==> src/rtl/kv_pkg.sv <==
// -----------------------------------------------------------------------------
// kv_pkg
// Shared types for the key/value store controller.
//   kv_op_e    : request opcode carried on the request port
//   kv_state_e : controller FSM states
// -----------------------------------------------------------------------------
package kv_pkg;

    typedef enum logic [1:0] {
        OP_READ   = 2'b00,
        OP_WRITE  = 2'b01,
        OP_DELETE = 2'b10,
        OP_CLEAR  = 2'b11
    } kv_op_e;

    typedef enum logic {
        ST_IDLE,
        ST_CLEAR
    } kv_state_e;

endpackage

==> src/rtl/kv_store_mem.sv <==
// -----------------------------------------------------------------------------
// kv_store_mem
// Data array of the key/value store: 2**ADDR_W words of DATA_W bits.
// Synchronous write, registered read, and no reset on the storage.
// Ports:
//   clk        : clock, rising edge
//   i_wr_en    : write strobe
//   i_wr_addr  : write address
//   i_wr_data  : write data
//   i_rd_addr  : read address, captured on every rising edge
//   o_rd_data  : registered read data (word at i_rd_addr from the previous edge)
// -----------------------------------------------------------------------------
module kv_store_mem #(
    parameter int ADDR_W = 4,
    parameter int DATA_W = 32
) (
    input  logic              clk,
    input  logic              i_wr_en,
    input  logic [ADDR_W-1:0] i_wr_addr,
    input  logic [DATA_W-1:0] i_wr_data,
    input  logic [ADDR_W-1:0] i_rd_addr,
    output logic [DATA_W-1:0] o_rd_data
);

    logic [DATA_W-1:0] r_mem [2**ADDR_W];
    logic [DATA_W-1:0] r_rd_data;

    // The controller issues at most one request per edge, so a read never
    // targets a word being written on the same edge; a write is visible to a
    // read issued on the following edge.
    always_ff @(posedge clk) begin
        if (i_wr_en) begin
            r_mem[i_wr_addr] <= i_wr_data;
        end
        r_rd_data <= r_mem[i_rd_addr];
    end

    assign o_rd_data = r_rd_data;

endmodule

==> src/rtl/kv_store_ctrl.sv <==
// -----------------------------------------------------------------------------
// kv_store_ctrl
// Key/value store controller with a valid bit per key, hit/miss reporting,
// delete, and a one-entry-per-cycle clear-all sweep.
// Ports:
//   clk          : clock, rising edge
//   reset_n      : asynchronous active-low reset
//   i_req_valid  : request present
//   o_req_ready  : request can be accepted (low while a clear sweep runs)
//   i_req_op     : 00 READ, 01 WRITE, 10 DELETE, 11 CLEAR
//   i_req_key    : entry index (ignored for CLEAR)
//   i_req_data   : write data (WRITE only)
//   o_rsp_valid  : one-cycle response pulse
//   o_rsp_data   : READ hit data, otherwise 0
//   o_rsp_hit    : key was valid before the operation (CLEAR reports 1)
//   o_count      : number of valid entries, 0..DEPTH
//   o_busy       : clear sweep in progress
// -----------------------------------------------------------------------------
module kv_store_ctrl
    import kv_pkg::*;
#(
    parameter int KEY_W  = 4,
    parameter int DATA_W = 32
) (
    input  logic              clk,
    input  logic              reset_n,
    input  logic              i_req_valid,
    output logic              o_req_ready,
    input  logic [1:0]        i_req_op,
    input  logic [KEY_W-1:0]  i_req_key,
    input  logic [DATA_W-1:0] i_req_data,
    output logic              o_rsp_valid,
    output logic [DATA_W-1:0] o_rsp_data,
    output logic              o_rsp_hit,
    output logic [KEY_W:0]    o_count,
    output logic              o_busy
);

    localparam int DEPTH = 1 << KEY_W;

    kv_state_e         r_state;
    kv_state_e         w_next_state;
    logic [DEPTH-1:0]  r_valid;
    logic [KEY_W:0]    r_count;
    logic [KEY_W-1:0]  r_idx;
    logic              r_rsp_valid;
    logic              r_rsp_hit;
    logic              r_rsp_rd_hit;
    logic              w_accept;
    logic              w_prior_valid;
    logic              w_sweep_last;
    logic              w_mem_wr_en;
    logic [DATA_W-1:0] w_mem_rd_data;
    kv_op_e            w_op;

    assign w_op          = kv_op_e'(i_req_op);
    assign w_accept      = i_req_valid && o_req_ready;
    assign w_prior_valid = r_valid[i_req_key];
    assign w_sweep_last  = (r_idx == KEY_W'(DEPTH - 1));
    assign w_mem_wr_en   = w_accept && (w_op == OP_WRITE);

    kv_store_mem #(
        .ADDR_W (KEY_W),
        .DATA_W (DATA_W)
    ) u_mem (
        .clk       (clk),
        .i_wr_en   (w_mem_wr_en),
        .i_wr_addr (i_req_key),
        .i_wr_data (i_req_data),
        .i_rd_addr (i_req_key),
        .o_rd_data (w_mem_rd_data)
    );

    always_ff @(posedge clk or negedge reset_n) begin
        if (!reset_n) begin
            r_state <= ST_IDLE;
        end else begin
            r_state <= w_next_state;
        end
    end

    always_comb begin
        w_next_state = r_state;
        o_req_ready  = 1'b0;
        o_busy       = 1'b0;
        case (r_state)
            ST_IDLE: begin
                o_req_ready = 1'b1;
                if (w_accept && (w_op == OP_CLEAR)) begin
                    w_next_state = ST_CLEAR;
                end
            end
            ST_CLEAR: begin
                o_busy = 1'b1;
                if (w_sweep_last) begin
                    w_next_state = ST_IDLE;
                end
            end
            default: begin
                w_next_state = ST_IDLE;
            end
        endcase
    end

    // Valid bits, entry count, sweep index and the registered response.
    // r_rsp_rd_hit marks a READ hit so the registered memory word is passed
    // through on the response cycle; every other response returns zero data.
    always_ff @(posedge clk or negedge reset_n) begin
        if (!reset_n) begin
            r_valid      <= '0;
            r_count      <= '0;
            r_idx        <= '0;
            r_rsp_valid  <= 1'b0;
            r_rsp_hit    <= 1'b0;
            r_rsp_rd_hit <= 1'b0;
        end else begin
            r_rsp_valid  <= 1'b0;
            r_rsp_hit    <= 1'b0;
            r_rsp_rd_hit <= 1'b0;
            if (r_state == ST_CLEAR) begin
                r_valid[r_idx] <= 1'b0;
                if (r_valid[r_idx]) begin
                    r_count <= r_count - (KEY_W+1)'(1);
                end
                r_idx <= r_idx + KEY_W'(1);
                if (w_sweep_last) begin
                    r_rsp_valid <= 1'b1;
                    r_rsp_hit   <= 1'b1;
                end
            end else if (w_accept) begin
                case (w_op)
                    OP_READ: begin
                        r_rsp_valid  <= 1'b1;
                        r_rsp_hit    <= w_prior_valid;
                        r_rsp_rd_hit <= w_prior_valid;
                    end
                    OP_WRITE: begin
                        r_valid[i_req_key] <= 1'b1;
                        if (!w_prior_valid) begin
                            r_count <= r_count + (KEY_W+1)'(1);
                        end
                        r_rsp_valid <= 1'b1;
                        r_rsp_hit   <= w_prior_valid;
                    end
                    OP_DELETE: begin
                        r_valid[i_req_key] <= 1'b0;
                        if (w_prior_valid) begin
                            r_count <= r_count - (KEY_W+1)'(1);
                        end
                        r_rsp_valid <= 1'b1;
                        r_rsp_hit   <= w_prior_valid;
                    end
                    OP_CLEAR: begin
                        r_idx <= '0;
                    end
                    default: begin
                    end
                endcase
            end
        end
    end

    assign o_rsp_valid = r_rsp_valid;
    assign o_rsp_hit   = r_rsp_hit;
    assign o_rsp_data  = r_rsp_rd_hit ? w_mem_rd_data : '0;
    assign o_count     = r_count;

endmodule

==> config.mk <==
export PLATFORM = sky130hd
export DESIGN_NAME = kv_store_ctrl
export DESIGN_NICKNAME = d
export VERILOG_FILES = /design/src/rtl/kv_pkg.sv /design/src/rtl/kv_store_mem.sv /design/src/rtl/kv_store_ctrl.sv
export SDC_FILE = /design/constraint.sdc
export NUM_CORES = 1
export LEC_CHECK = 0
export ABC_CLOCK_PERIOD_IN_PS = 7900
export CORE_UTILIZATION = 48
export DETAILED_ROUTE_END_ITERATION = 7
export PLACE_DENSITY = 0.71
export SLEW_MARGIN = 40
export SYNTH_ARGS = -nofsm -noshare
export SYNTH_HDL_FRONTEND = slang
export SYNTH_HIERARCHICAL = 1
export SYNTH_SLANG_ARGS = --single-unit
export TNS_END_PERCENT = 10
==> constraint.sdc <==
create_clock -name clk -period 7.9 [get_ports clk]
set_input_delay 1.975 -clock clk [delete_from_list [all_inputs] [get_ports clk]]
set_output_delay 1.975 -clock clk [all_outputs]
set_load 0.05 [all_outputs]
Word-level counts from Yosys, hierarchy flattened --
Memory sizes are Yosys's and may differ from the RTL's. A register that Yosys moved wholly into a read port is not among the register bits. Index checks and enable logic that the tools add are counted.
Operators by class: magnitude comparators 4, mux-type cells 38, $add $sub $neg 3, eq/ne operators 7, reductions and logical operators 13, bitwise operators 6
Operators with widths (count):
- $and A16 B16 Y16 | 2
- $mux W16 | 2
- $mux W32 | 1
- $not A16 Y16 | 2
- $pmux W16 S2 | 1
- $mux W5 | 5
- $mux W1 | 20
- $or A16 B16 Y16 | 1
- $mux W4 | 3
- $lt A4 B5 Y1 const B | 2
- $pmux W5 S2 | 1
- $bmux W1 S4 | 2
- $demux W1 S4 | 2
- $ge A4 B1 Y1 const B | 2
- $ne A3 B3 Y1 const B | 2
- $add A5 B1 Y5 const B | 1
- $logic_and A1 B1 Y1 | 5
- $reduce_and A5 Y1 | 1
- $sub A5 B1 Y5 const B | 1
- $add A4 B1 Y4 const B | 1
- $eq A2 B2 Y1 const B | 2
- $eq A4 B4 Y1 const B | 1
- $reduce_and A2 Y1 | 2
- $reduce_bool A2 Y1 | 2
- other kinds (7) | 7
Word-level totals: output and inout bits 41, memories kept 1, memory bits (writable) 512, word-level logic and storage cells 79, flip-flop bits (word level) 29
Memory list:
- u_mem.r_mem | words 16, width 32, read ports 1, clocked after Yosys merged registers in 1, wr ports 1, line kv_store_mem.sv:25 | logic [DATA_W-1:0] r_mem [2**ADDR_W];

Depth between registers and ports, before layout --
depth after elaboration 9, mapped depth 7, mapped depth without buffers 6

Cells and area by module --
Netlist, hierarchy kept.
By module, submodules not included:
- kv_store_mem | area each 19835.3 µm², instances 1, cells an instance 838
- kv_store_ctrl | area each 2268.4 µm², instances 1, cells an instance 246

Least setup slack after synthesis --
Ideal clock, no wire load.
kind input port to flip-flop, start input i_req_op[0], end memory u_mem.r_mem[0][0], enable pin, data required time 7439 ps, path slack 2163 ps, stages on the path 5, arrival time 5276 ps, buffers on the path 1, cells stage by stage clkbuf_1 > nand2b_1 > nor2_1 > or3b_2 > nor3_1
On the way: word-level cells in the longest chain between the ends 4
Ends and longest elaborated chain:
- from (decl) | line kv_store_ctrl.sv:29 | input logic [1:0] i_req_op,
- $eq A2 B1 Y1 | line kv_store_ctrl.sv:60 | assign w_mem_wr_en = w_accept && (w_op == OP_WRITE);
- $logic_and A1 B1 Y1 | line kv_store_ctrl.sv:60
- via w_mem_wr_en | line kv_store_ctrl.sv:52 | logic w_mem_wr_en;
- $mux W1 | line kv_store_mem.sv:32 | if (i_wr_en) begin
- $mux W1 (implied by the code) | line kv_store_mem.sv:33 | r_mem[i_wr_addr] <= i_wr_data;
- to (decl) | line kv_store_mem.sv:25
The timed path passes the listed nets, and every way through them passes these cells.

Final worst setup path --
start input i_req_valid, end memory u_mem.r_mem[8][16], enable pin
On the way: word-level cells in the longest chain between the ends 4
Ends and longest elaborated chain:
- from (decl) | line kv_store_ctrl.sv:27 | input logic i_req_valid,
- $logic_and A1 B1 Y1 | line kv_store_ctrl.sv:57 | assign w_accept = i_req_valid && o_req_ready;
- $logic_and A1 B1 Y1 | line kv_store_ctrl.sv:60
- via w_mem_wr_en | line kv_store_ctrl.sv:52
- $mux W1 | line kv_store_mem.sv:32
- $mux W1 (implied by the code) | line kv_store_mem.sv:33
The timed path passes the listed nets, and every way through them passes these cells.

==> results.md <==
* FMAX at 218 MHz
* Primary FF master, synth: edfxtp_1
* Wire per inst at 25.5 µm
* Syn nets at 1,131
* Clock Path Buffers at 3
* Area of the core at 45,400 µm²
* Share of cells above drive strength 1 at 23.1%
* Tmin final at 4600 ps
* Post-synth ARST share at 5.06%
* IO Port Bufs at 81
* Synth Cell Area at 22,100 µm²
* Antenna violations before repair at 1
* Worst path arrival time at 4840 ps
* Setup Fix Bufs, Post-CTS at 0
* Area after DPL at 24,000 µm²
* Final Skew at 15.0 ps
* Final Instance Area at 25,900 µm²
* Unrepaired setup endpoints after global routing: false
* Synth Warn # at 6
* CP endpoint kind: flip-flop
* Outcome: complete, no violations
* Met3 Use GR at 4.56%
* Worst endpoint required time at 8140 ps
* DRT Pass-1 Iters at 7
* GRT met1 Usage at 28.0%
* Sequential area share after synthesis at 75.7%
* Drt total wl at 47.0 mm
* Met2 Use GR at 33.1%
* TritonCTS clock tree: built
* Worst setup margin at 3300 ps
* Pin count of the biggest net entering global routing at 87
* Leakage dissipation at 8.40 nW
* Reg clk slew, reported paths at 60 ps
* H-Tree Depth at 2
* GRT Util Overall at 20.4%
* Vias at 11,100
* Number of enable flip-flop cells after synthesis at 512
* Distinct cell type count after synthesis at 52
* Final hold vios at 0
* Site Rows at 78
* Worst vdd ir at 0.177 mV
* Pwr per Cell Area at 264 nW/µm²
* CP Launch Type: input port
* Hold Crit Class: flip-flop to flip-flop
* Slew margin rel. at 42.7%
* Actual slew at the worst max-slew pin at 857 ps
* DR iter-0 viols at 1,212
* Initial Utilization at 48.7%
* HPWL after DPL at 27.5 mm
* Hold Buf Count CTS at 0
* I/O Pins at 82
* Routability-driven placement congestion ratio at 0.841
* Drt drc at 0
* Avg Cell Area, Syn at 20.4 µm²
* Num Clock Sinks at 573
* WS Path Type: input port to flip-flop
* Synth-to-layout area growth at 17.3%
* Die width at 217 µm
* Worst slack, placed at 2690 ps
* Final setup vio count at 0
* Highest net fanout along the worst path at 25
* Worst skew pair latency at 610 ps
* Max-slew violations at 0
* Layout Utilization at 57.1%
* Maximum capacitance violations at 0
* Antenna Nets Post-Route at 0
* First-pass GRT wire length at 71.0 mm
* Setup TNS at 0 ps
* Vias per cell at 6.00
* CTS resizes at 0
* Cell count after synthesis at 1,084
* Die area at 46,900 µm²
* Yosys reg bits at 573
* CTS root buf: clkbuf_16
* CTS Buf Count at 55
* Die Ht at 217 µm
* Number of global-route vias before repair at 11,400
* GRT Residual Overflow at 0
* # nets final at 1,241
* GRT Max-Usage Layer: met2
* Final period utilization at 58.2%
-- registers in the layout, summed over array words and instances (netlist names), named ones only --
register and flops:
u_mem/r_mem 512, u_mem/o_rd_data 32, o_count 5, r_idx 4, o_rsp_hit 1, o_rsp_valid 1
r_rsp_rd_hit 1, r_state 1
-- cells in the mapped netlist (5+ instances only) --
cell type,count,area (µm²)
a22oi_1,64,480
and2_1,36,225
buf_1,11,41.3
buf_2,11,55.1
buf_4,9,67.6
clkbuf_1,31,116
dfrtp_1,29,726
dfxtp_1,32,641
edfxtp_1,512,15400
ha_1,6,75.1
inv_1,10,37.5
mux4_2,134,3020
nand2_1,60,225
nand2b_1,7,43.8
nand3_1,7,35.0
nand3b_1,5,37.5
nor2_1,18,67.6
nor2b_1,5,31.3
nor3_1,7,35.0
o21ai_0,9,45.0
o221ai_1,14,123
o31ai_1,14,105
-- through the flow --
stage	hold slack (ps)	instances	power, mW
after floorplan	452	1084	3.94
after global placement	561	1718	4.14
after detailed placement	533	1737	4.16
after CTS	556	1840	6.88
after global routing	591	1840	7.05
final	566	1841	6.84
-- report_power, final --
part           internal (mW)  switching [mW]
combinational          0.269           0.364
clock                   1.63            1.11
sequential              3.38          0.0959
total                   5.27            1.57
-- area by class of cell --
type	instances	area [µm²]
Multi-Input combinational cell	437	5160
Sequential cell	573	16700
Clock buffer	74	1500
Tap cell	600	751
Inverter	10	37.5
Antenna cell	1	2.50
Fill cell	3257	19500
Timing Repair Buffer	117	1330
Clock inverter	29	394
-- critical path: stages --
cell and delay (ps):
clkdlybuf4s50_1 670, nand2b_1 230, nor2_1 340, nand3b_1 360
nor3_2 710, buf_4 530
-- per-layer routing --
layer,wire (µm),part of all wire [%]
met1,19400,41
met5,11,0.023
met2,23100,49
met4,1050,2.2
met3,3470,7.4
-- worst paths after layout --
path	end	startpoint	cells after the start	slack [ps]
worst max-delay path	u_mem/r_mem[8][16]	i_req_valid	6	3300
worst min-delay path	flip-flop	flip-flop	2	570
worst max register to register	u_mem/r_mem[8][16]	r_state	5	4640
worst min register to register	flip-flop	flip-flop	2	570
max in group asynchronous	r_state	reset_n	2	5830
min in group asynchronous	o_count[4]	reset_n	2	1770
-- placed cells by master, fill, tap and decap left out, types with 15 or more instances in the layout --
master / n
dfxtp_1: 32
and2_1: 35
edfxtp_1: 512
clkbuf_16: 56
mux4_2: 134
a22oi_1: 64
dfrtp_1: 28
clkbuf_1: 15
nand2_1: 60
clkdlybuf4s50_1: 79
-- logic make-up after synthesis --
group	after synthesis	synth area share, %
xor+xnor	4	0.159
buf+inv	74	1.54
fa+ha+maj	6	0.340
compound gates	128	4.36
mux	142	14.3
flops	573	75.7
simple gates	157	3.55
Power figures use the tool's default switching activity.
